$ cat config.mk
export PLATFORM = sky130hd
export DESIGN_NAME = uart_tx_arbiter_flat
export DESIGN_NICKNAME = d
export VERILOG_FILES = /design/src/rtl/uart_tx_arbiter_pkg.sv /design/src/rtl/uart_tx_arbiter_if.sv /design/src/rtl/uart_rr_pick.sv /design/src/rtl/uart_tx_arbiter.sv /design/src/flat_wrapper.sv
export SDC_FILE = /design/constraint.sdc
export NUM_CORES = 1
export LEC_CHECK = 0
export BUFFER_PORTS_ARGS = -buffer_cell sky130_fd_sc_hd__buf_2
export CAP_MARGIN = 0
export CORE_MARGIN = 10
export CORE_UTILIZATION = 59
export DETAILED_ROUTE_END_ITERATION = 10
export PLACE_DENSITY = 0.86
export SKIP_CTS_REPAIR_TIMING = 1
export SYNTH_ARGS = -nofsm -noshare
export SYNTH_HDL_FRONTEND = slang
export SYNTH_SLANG_ARGS = --single-unit
$ cat constraint.sdc
create_clock -name core_clk -period 7.3 [get_ports core_clk]
set_input_delay 0.365 -clock core_clk [delete_from_list [all_inputs] [get_ports core_clk]]
set_output_delay 0.365 -clock core_clk [all_outputs]
set_load 0.05 [all_outputs]
$ cat src/rtl/uart_tx_arbiter_pkg.sv
// Shared UART constants and types used by the TX-side arbiter and its helpers.
// Holds the arbiter state encoding, the default line terminator and a counter sizing helper.
package uart_tx_arbiter_pkg;

    localparam int             UART_DATA_WIDTH = 8;
    localparam logic [7:0]     UART_LINE_END   = 8'h0A;

    typedef enum logic {
        ARB_IDLE   = 1'b0,
        ARB_LOCKED = 1'b1
    } arb_state_e;

    // Bits needed to hold 0..max_val without wrapping.
    function automatic int cnt_width(input int max_val);
        return (max_val < 1) ? 1 : $clog2(max_val + 1);
    endfunction

endpackage

$ cat src/rtl/uart_tx_arbiter_if.sv
// Requester-side byte channels plus the registered UART TX FIFO channel and owner status.
// master drives requests and out_ready; slave is the arbiter.
interface uart_tx_arbiter_if #(
    parameter int NUM_REQ    = 4,
    parameter int DATA_WIDTH = 8
);
    localparam int ID_WIDTH = $clog2(NUM_REQ);

    logic [NUM_REQ-1:0]            req_valid;
    logic [NUM_REQ*DATA_WIDTH-1:0] req_data;
    logic [NUM_REQ-1:0]            req_ready;
    logic                          out_valid;
    logic [DATA_WIDTH-1:0]         out_data;
    logic                          out_ready;
    logic                          owner_valid;
    logic [ID_WIDTH-1:0]           owner_id;

    modport master (
        output req_valid, req_data, out_ready,
        input  req_ready, out_valid, out_data, owner_valid, owner_id
    );

    modport slave (
        input  req_valid, req_data, out_ready,
        output req_ready, out_valid, out_data, owner_valid, owner_id
    );

endinterface

$ cat src/rtl/uart_rr_pick.sv
// Rotating-priority picker: first set request searching cyclically from last_grant+1.
// Purely combinational, no backpressure; found=0 when no request is set.
module uart_rr_pick #(
    parameter int NUM_REQ  = 4,
    parameter int ID_WIDTH = $clog2(NUM_REQ)
) (
    input  logic [NUM_REQ-1:0]  req,
    input  logic [ID_WIDTH-1:0] last_grant,
    output logic                found,
    output logic [ID_WIDTH-1:0] index
);

    int c;

    always_comb begin
        found = 1'b0;
        index = '0;
        c     = 0;
        for (int k = 1; k <= NUM_REQ; k++) begin
            // last_grant is always < NUM_REQ, so one subtraction wraps it.
            c = int'(last_grant) + k;
            if (c >= NUM_REQ) c = c - NUM_REQ;
            if (!found && req[ID_WIDTH'(c)]) begin
                found = 1'b1;
                index = ID_WIDTH'(c);
            end
        end
    end

endmodule

$ cat src/rtl/uart_tx_arbiter.sv
// Round-robin share of the UART TX byte stream, grant locked per message; 1-cycle registered output.
// A requester is ready only when the output slot is empty or draining this cycle.
module uart_tx_arbiter
    import uart_tx_arbiter_pkg::*;
#(
    parameter int                    NUM_REQ      = 4,
    parameter int                    DATA_WIDTH   = UART_DATA_WIDTH,
    parameter int                    MAX_BURST    = 64,
    parameter int                    IDLE_TIMEOUT = 256,
    parameter logic [DATA_WIDTH-1:0] LINE_END     = DATA_WIDTH'(UART_LINE_END),
    localparam int                   ID_WIDTH     = $clog2(NUM_REQ)
) (
    input logic              core_clk,
    input logic              rstn,
    uart_tx_arbiter_if.slave bus
);

    localparam int BURST_W = cnt_width(MAX_BURST);
    localparam int IDLE_W  = cnt_width(IDLE_TIMEOUT);

    arb_state_e            state;
    logic [ID_WIDTH-1:0]   last_grant;
    logic [ID_WIDTH-1:0]   pick_idx;
    logic                  pick_found;
    logic [ID_WIDTH-1:0]   grant_id;
    logic                  grant_en;
    logic                  slot_free;
    logic                  accept;
    logic                  owner_req;
    logic                  is_line_end;
    logic [DATA_WIDTH-1:0] grant_data;
    logic [BURST_W-1:0]    burst_cnt;
    logic [BURST_W-1:0]    burst_nxt;
    logic [IDLE_W-1:0]     idle_cnt;

    uart_rr_pick #(
        .NUM_REQ  (NUM_REQ),
        .ID_WIDTH (ID_WIDTH)
    ) u_pick (
        .req        (bus.req_valid),
        .last_grant (last_grant),
        .found      (pick_found),
        .index      (pick_idx)
    );

    assign slot_free   = ~bus.out_valid | bus.out_ready;
    assign grant_id    = (state == ARB_LOCKED) ? bus.owner_id : pick_idx;
    assign grant_en    = (state == ARB_LOCKED) | pick_found;
    assign owner_req   = bus.req_valid[bus.owner_id];
    assign accept      = |(bus.req_valid & bus.req_ready);
    assign is_line_end = (grant_data == LINE_END);
    assign burst_nxt   = burst_cnt + BURST_W'(1);

    always_comb begin
        bus.req_ready = '0;
        grant_data    = '0;
        for (int i = 0; i < NUM_REQ; i++) begin
            if (grant_id == ID_WIDTH'(i)) begin
                bus.req_ready[i] = grant_en & slot_free;
                grant_data       = bus.req_data[i*DATA_WIDTH +: DATA_WIDTH];
            end
        end
    end

    always_ff @(posedge core_clk or negedge rstn) begin
        if (!rstn) begin
            state           <= ARB_IDLE;
            last_grant      <= ID_WIDTH'(NUM_REQ - 1);
            bus.owner_id    <= '0;
            bus.owner_valid <= 1'b0;
            bus.out_valid   <= 1'b0;
            bus.out_data    <= '0;
            burst_cnt       <= '0;
            idle_cnt        <= '0;
        end else begin
            if (accept) begin
                bus.out_valid <= 1'b1;
                bus.out_data  <= grant_data;
            end else if (bus.out_ready) begin
                bus.out_valid <= 1'b0;
            end

            case (state)
                ARB_IDLE: begin
                    if (accept) begin
                        last_grant   <= pick_idx;
                        bus.owner_id <= pick_idx;
                        // A one-byte message never takes the lock.
                        if (!is_line_end && MAX_BURST != 1) begin
                            state           <= ARB_LOCKED;
                            bus.owner_valid <= 1'b1;
                            burst_cnt       <= BURST_W'(1);
                            idle_cnt        <= '0;
                        end
                    end
                end
                ARB_LOCKED: begin
                    if (accept) begin
                        burst_cnt <= burst_nxt;
                        idle_cnt  <= '0;
                        if (is_line_end || burst_nxt == BURST_W'(MAX_BURST)) begin
                            state           <= ARB_IDLE;
                            bus.owner_valid <= 1'b0;
                            burst_cnt       <= '0;
                        end
                    end else if (!owner_req) begin
                        // Backpressured-but-valid cycles fall through: no aging.
                        if (idle_cnt == IDLE_W'(IDLE_TIMEOUT - 1)) begin
                            state           <= ARB_IDLE;
                            bus.owner_valid <= 1'b0;
                            burst_cnt       <= '0;
                            idle_cnt        <= '0;
                        end else begin
                            idle_cnt <= idle_cnt + IDLE_W'(1);
                        end
                    end
                end
                default: state <= ARB_IDLE;
            endcase
        end
    end

endmodule

$ cat src/flat_wrapper.sv
// flat-port wrapper written by rule: the top's interface ports become plain ports
module uart_tx_arbiter_flat import uart_tx_arbiter_pkg::*;
#(
    parameter int                    NUM_REQ      = 4,
    parameter int                    DATA_WIDTH   = UART_DATA_WIDTH,
    parameter int                    MAX_BURST    = 64,
    parameter int                    IDLE_TIMEOUT = 256,
    parameter logic [DATA_WIDTH-1:0] LINE_END     = DATA_WIDTH'(UART_LINE_END),
    localparam int                   ID_WIDTH     = $clog2(NUM_REQ)
)
  (core_clk, rstn, bus_req_valid, bus_req_data, bus_out_ready, bus_req_ready, bus_out_valid, bus_out_data, bus_owner_valid, bus_owner_id);
  uart_tx_arbiter_if #(.NUM_REQ(NUM_REQ), .DATA_WIDTH(DATA_WIDTH)) bus_i ();
  input logic core_clk;
  input logic rstn;
  input wire logic [$bits(bus_i.req_valid)-1:0] bus_req_valid;
  input wire logic [$bits(bus_i.req_data)-1:0] bus_req_data;
  input wire logic [$bits(bus_i.out_ready)-1:0] bus_out_ready;
  output wire logic [$bits(bus_i.req_ready)-1:0] bus_req_ready;
  output wire logic [$bits(bus_i.out_valid)-1:0] bus_out_valid;
  output wire logic [$bits(bus_i.out_data)-1:0] bus_out_data;
  output wire logic [$bits(bus_i.owner_valid)-1:0] bus_owner_valid;
  output wire logic [$bits(bus_i.owner_id)-1:0] bus_owner_id;
  assign bus_i.req_valid = bus_req_valid;
  assign bus_i.req_data = bus_req_data;
  assign bus_i.out_ready = bus_out_ready;
  assign bus_req_ready = bus_i.req_ready;
  assign bus_out_valid = bus_i.out_valid;
  assign bus_out_data = bus_i.out_data;
  assign bus_owner_valid = bus_i.owner_valid;
  assign bus_owner_id = bus_i.owner_id;
  uart_tx_arbiter #(.NUM_REQ(NUM_REQ), .DATA_WIDTH(DATA_WIDTH), .MAX_BURST(MAX_BURST), .IDLE_TIMEOUT(IDLE_TIMEOUT), .LINE_END(LINE_END)) u_core (.core_clk(core_clk), .rstn(rstn), .bus(bus_i));
endmodule
==> flow_summary.ini <==
[yosys]
yosysUniqueCellTypes = 68
synth.avg_cell_area_um2 = 9.80
ys_warn_count = 0
ys_ff_latch = 31
syn_inst = 248
ys_seq_area_share_pct = 32.0
synth_edf_count = 0
synth_area_um2 = 2430
synthFlopType = dfrtp_1
synthArstFlopShare_pct = 100
syn_nets = 289

[grt]
antenna_found_initial = 0
grt_max_degree = 32
grt_overflow = 0
first_global_vias = 2051
grt_util_all_layers_pct = 16.6
grt_first_pass_wirelength_um = 10000

[critical_path]
critPathKind = reg2out
cp_top_family = compound AO/OA/AOI/OAI gates
crit_chain = nand2_1, a211o_1, o21ai_1, nor3_1, buf_2
critPathBufInv = 1
startpoint_type = register
cp-end-kind = output pin
critical_path.max_stage_delay_ns = 1.03
cp.arrival_ns = 2.86
cp_slowest_cell = o21ai_1
required_ns = 6.93
crit_fanout = 17

[power_and_ir_drop]
intPower_w = 0.000660
p_sw_w = 0.000700
p_clk_share_pct = 9.3
peakVddDrop_v = 0.000280
power.density_nw_per_um2 = 497
p_seq_share_pct = 22.4
p_comb_share_pct = 68.2
leakage_nw = 1.20
switching_share_pct = 51.5
finalPower_w = 0.00136

[cells_and_area]
drive_above_1_share_pct = 30.6
area_growth_syn_to_layout_pct = 12.5
final_cell_mix = buf_2, dfrtp_1, nand2_1
n_antenna_cell = 0
fill_cells = 324
layout_commonest_cell = buf_2
final_nets = 337
layout.cells.non_filler = 347
fin_util_pct = 68.3

[sta]
min_period_ns = 3.23
finalSetupTns_ns = 0
fin_skew_ns = 0.00523
hold_ws_ns = 0.114
finalMaxSlewViolations = 0
maxSlewHeadroom_pct = 11.4
maxClockFrequency_ghz = 0.310
period_share_pct = 44.2
worst_pin_slew_ns = 1.32
setup_viol = 0
timing.final.hold_violations = 0
rsz0062_at_grt = false

[routing]
wl_per_cell_um = 17.4
first_pass_iters = 4
num_vias = 2171
ant_nets = 0
drt_wl_total_um = 6030
drt_iter0_drc = 144
avgViaCountPerCell = 6.26
drc = 0

[run]
max_cap_viol_count = 0

[floorplan]
ios = 55
core_um2 = 4000
die_x_um = 84.2
die_area_um2 = 7090
start_util_pct = 60.7
fp-row-count = 23
die_y_um = 84.2

[clocking]
cts-htree-levels = 2
clock_latency_ns = 0.28
cts_root_buf = clkbuf_8
clk_path_buf_depth = 2
cts_tree = done
clock_sinks = 31
cts.reportedPaths.clkPinSlew_ns = 0.06
cts_buffers = 5

[place]
dp_hpwl_um = 4580
io_buffers = 54
dp_cells = 339
routabilityCongestion = 0.884

[hold_path]
hold_path.class = in2async

[status]
status = finished, final reports clean
## synthesized netlist by cell type, types with 3 or more instances
master / n / share of area [%]
o211a_1: 3 / 1.2
a21oi_1: 17 / 3.5
buf_2: 5 / 1.0
nand3_1: 11 / 2.3
nand2_1: 20 / 3.1
nor4_1: 6 / 1.5
nor2b_1: 3 / 0.77
a22o_1: 4 / 1.4
a211oi_1: 9 / 2.8
inv_1: 5 / 0.77
mux2i_1: 12 / 4.9
nand2b_1: 4 / 1.0
nor2_1: 10 / 1.5
nor3_1: 11 / 2.3
dfrtp_1: 29 / 30
mux2_4: 9 / 5.6
clkbuf_1: 3 / 0.46
o21ai_1: 3 / 0.62
a221o_1: 4 / 1.6
and2_1: 13 / 3.3
mux2_2: 4 / 1.9
## flip-flops by register name, indices dropped and copies added (netlist names)
signal	flops
u_core.burst_cnt	7
u_core.bus.out_data	8
u_core.bus.out_valid	1
u_core.bus.owner_id	2
u_core.bus.owner_valid	1
u_core.idle_cnt	9
u_core.last_grant	2
u_core.state	1
## routing by layer
metal	routed length, µm	part of all wire [%]	track usage, %	up-vias
met5	0	0	0	-
met4	137	2.3	5.48	0
met3	495	8.2	4.93	14
met2	2780	46	26.1	84
met1	2610	43	21.1	1027
li1	-	-	-	1046
## worst register-to-register path: stages (launching register included)
cell and delay, ns:
dfstp_2 0.64, nand2_1 0.14, a211o_1 0.36, o21a_4 0.29, o311a_1 0.40, o211ai_4 0.53
nor2_1 0.21, a221o_1 0.36
## cell families (layout without fill, tap and decap cells)
| group | after synthesis | count (layout) | synth area share, % |
|---|---|---|---|
| buffers and inverters | 18 | 67 | 5.25 |
| AOI/OAI and AO/OA | 73 | 73 | 26.9 |
| and+or+nand+nor | 96 | 96 | 21.3 |
| muxes | 25 | 25 | 12.4 |
| xor gates and xnor gates | 3 | 3 | 1.08 |
| adders and majority gates | 2 | 2 | 1.03 |
| DFF | 31 | 31 | 32.0 |
## path summary, 6_finish.rpt
kind                                        startpoint                endpoint  slack [ns]  cells after the start
worst max-delay path              u_core.last_grant[1]        bus_req_ready[1]        4.07                      5
worst min-delay path                              rstn      u_core.idle_cnt[0]        0.11                      1
worst max register to register    u_core.last_grant[1]     u_core.burst_cnt[4]        4.24                      7
worst min register to register  u_core.bus.owner_valid  u_core.bus.owner_valid        0.49                      1
max in group asynchronous                         rstn  u_core.bus.out_data[7]        6.75                      1
min in group core_clk           u_core.bus.owner_valid  u_core.bus.owner_valid        0.49                      1
## stage by stage
stage	area (µm²)	worst slack (ns)
floorplan	2430	4.23
global placement	2650	4.32
global route	2730	3.88
CTS	2730	4.11
finish	2730	4.07
detailed placement	2650	4.25
## cell type report
type	count	area, µm²	share of cell area (%)
Tap cell	50	62.6	2.29
Inverter	5	18.8	0.686
Sequential cell	31	778	28.5
Clock buffer	8	80.1	2.93
Timing Repair Buffer	54	270	9.89
Multi-Input combinational cell	199	1520	55.7
## power by group through the flow
| stage | logic [W] | clock network (W) | registers, W |
|---|---|---|---|
| after floorplan | 0.000721 | 0 | 0.000395 |
| after global placement | 0.000910 | 0 | 0.000302 |
| after detailed placement | 0.000923 | 0 | 0.000308 |
| after CTS | 0.000927 | 0.000130 | 0.000305 |
| after global routing | 0.000999 | 0.000138 | 0.000315 |
| final | 0.000928 | 0.000127 | 0.000305 |
(Power assumes the default switching activity.)
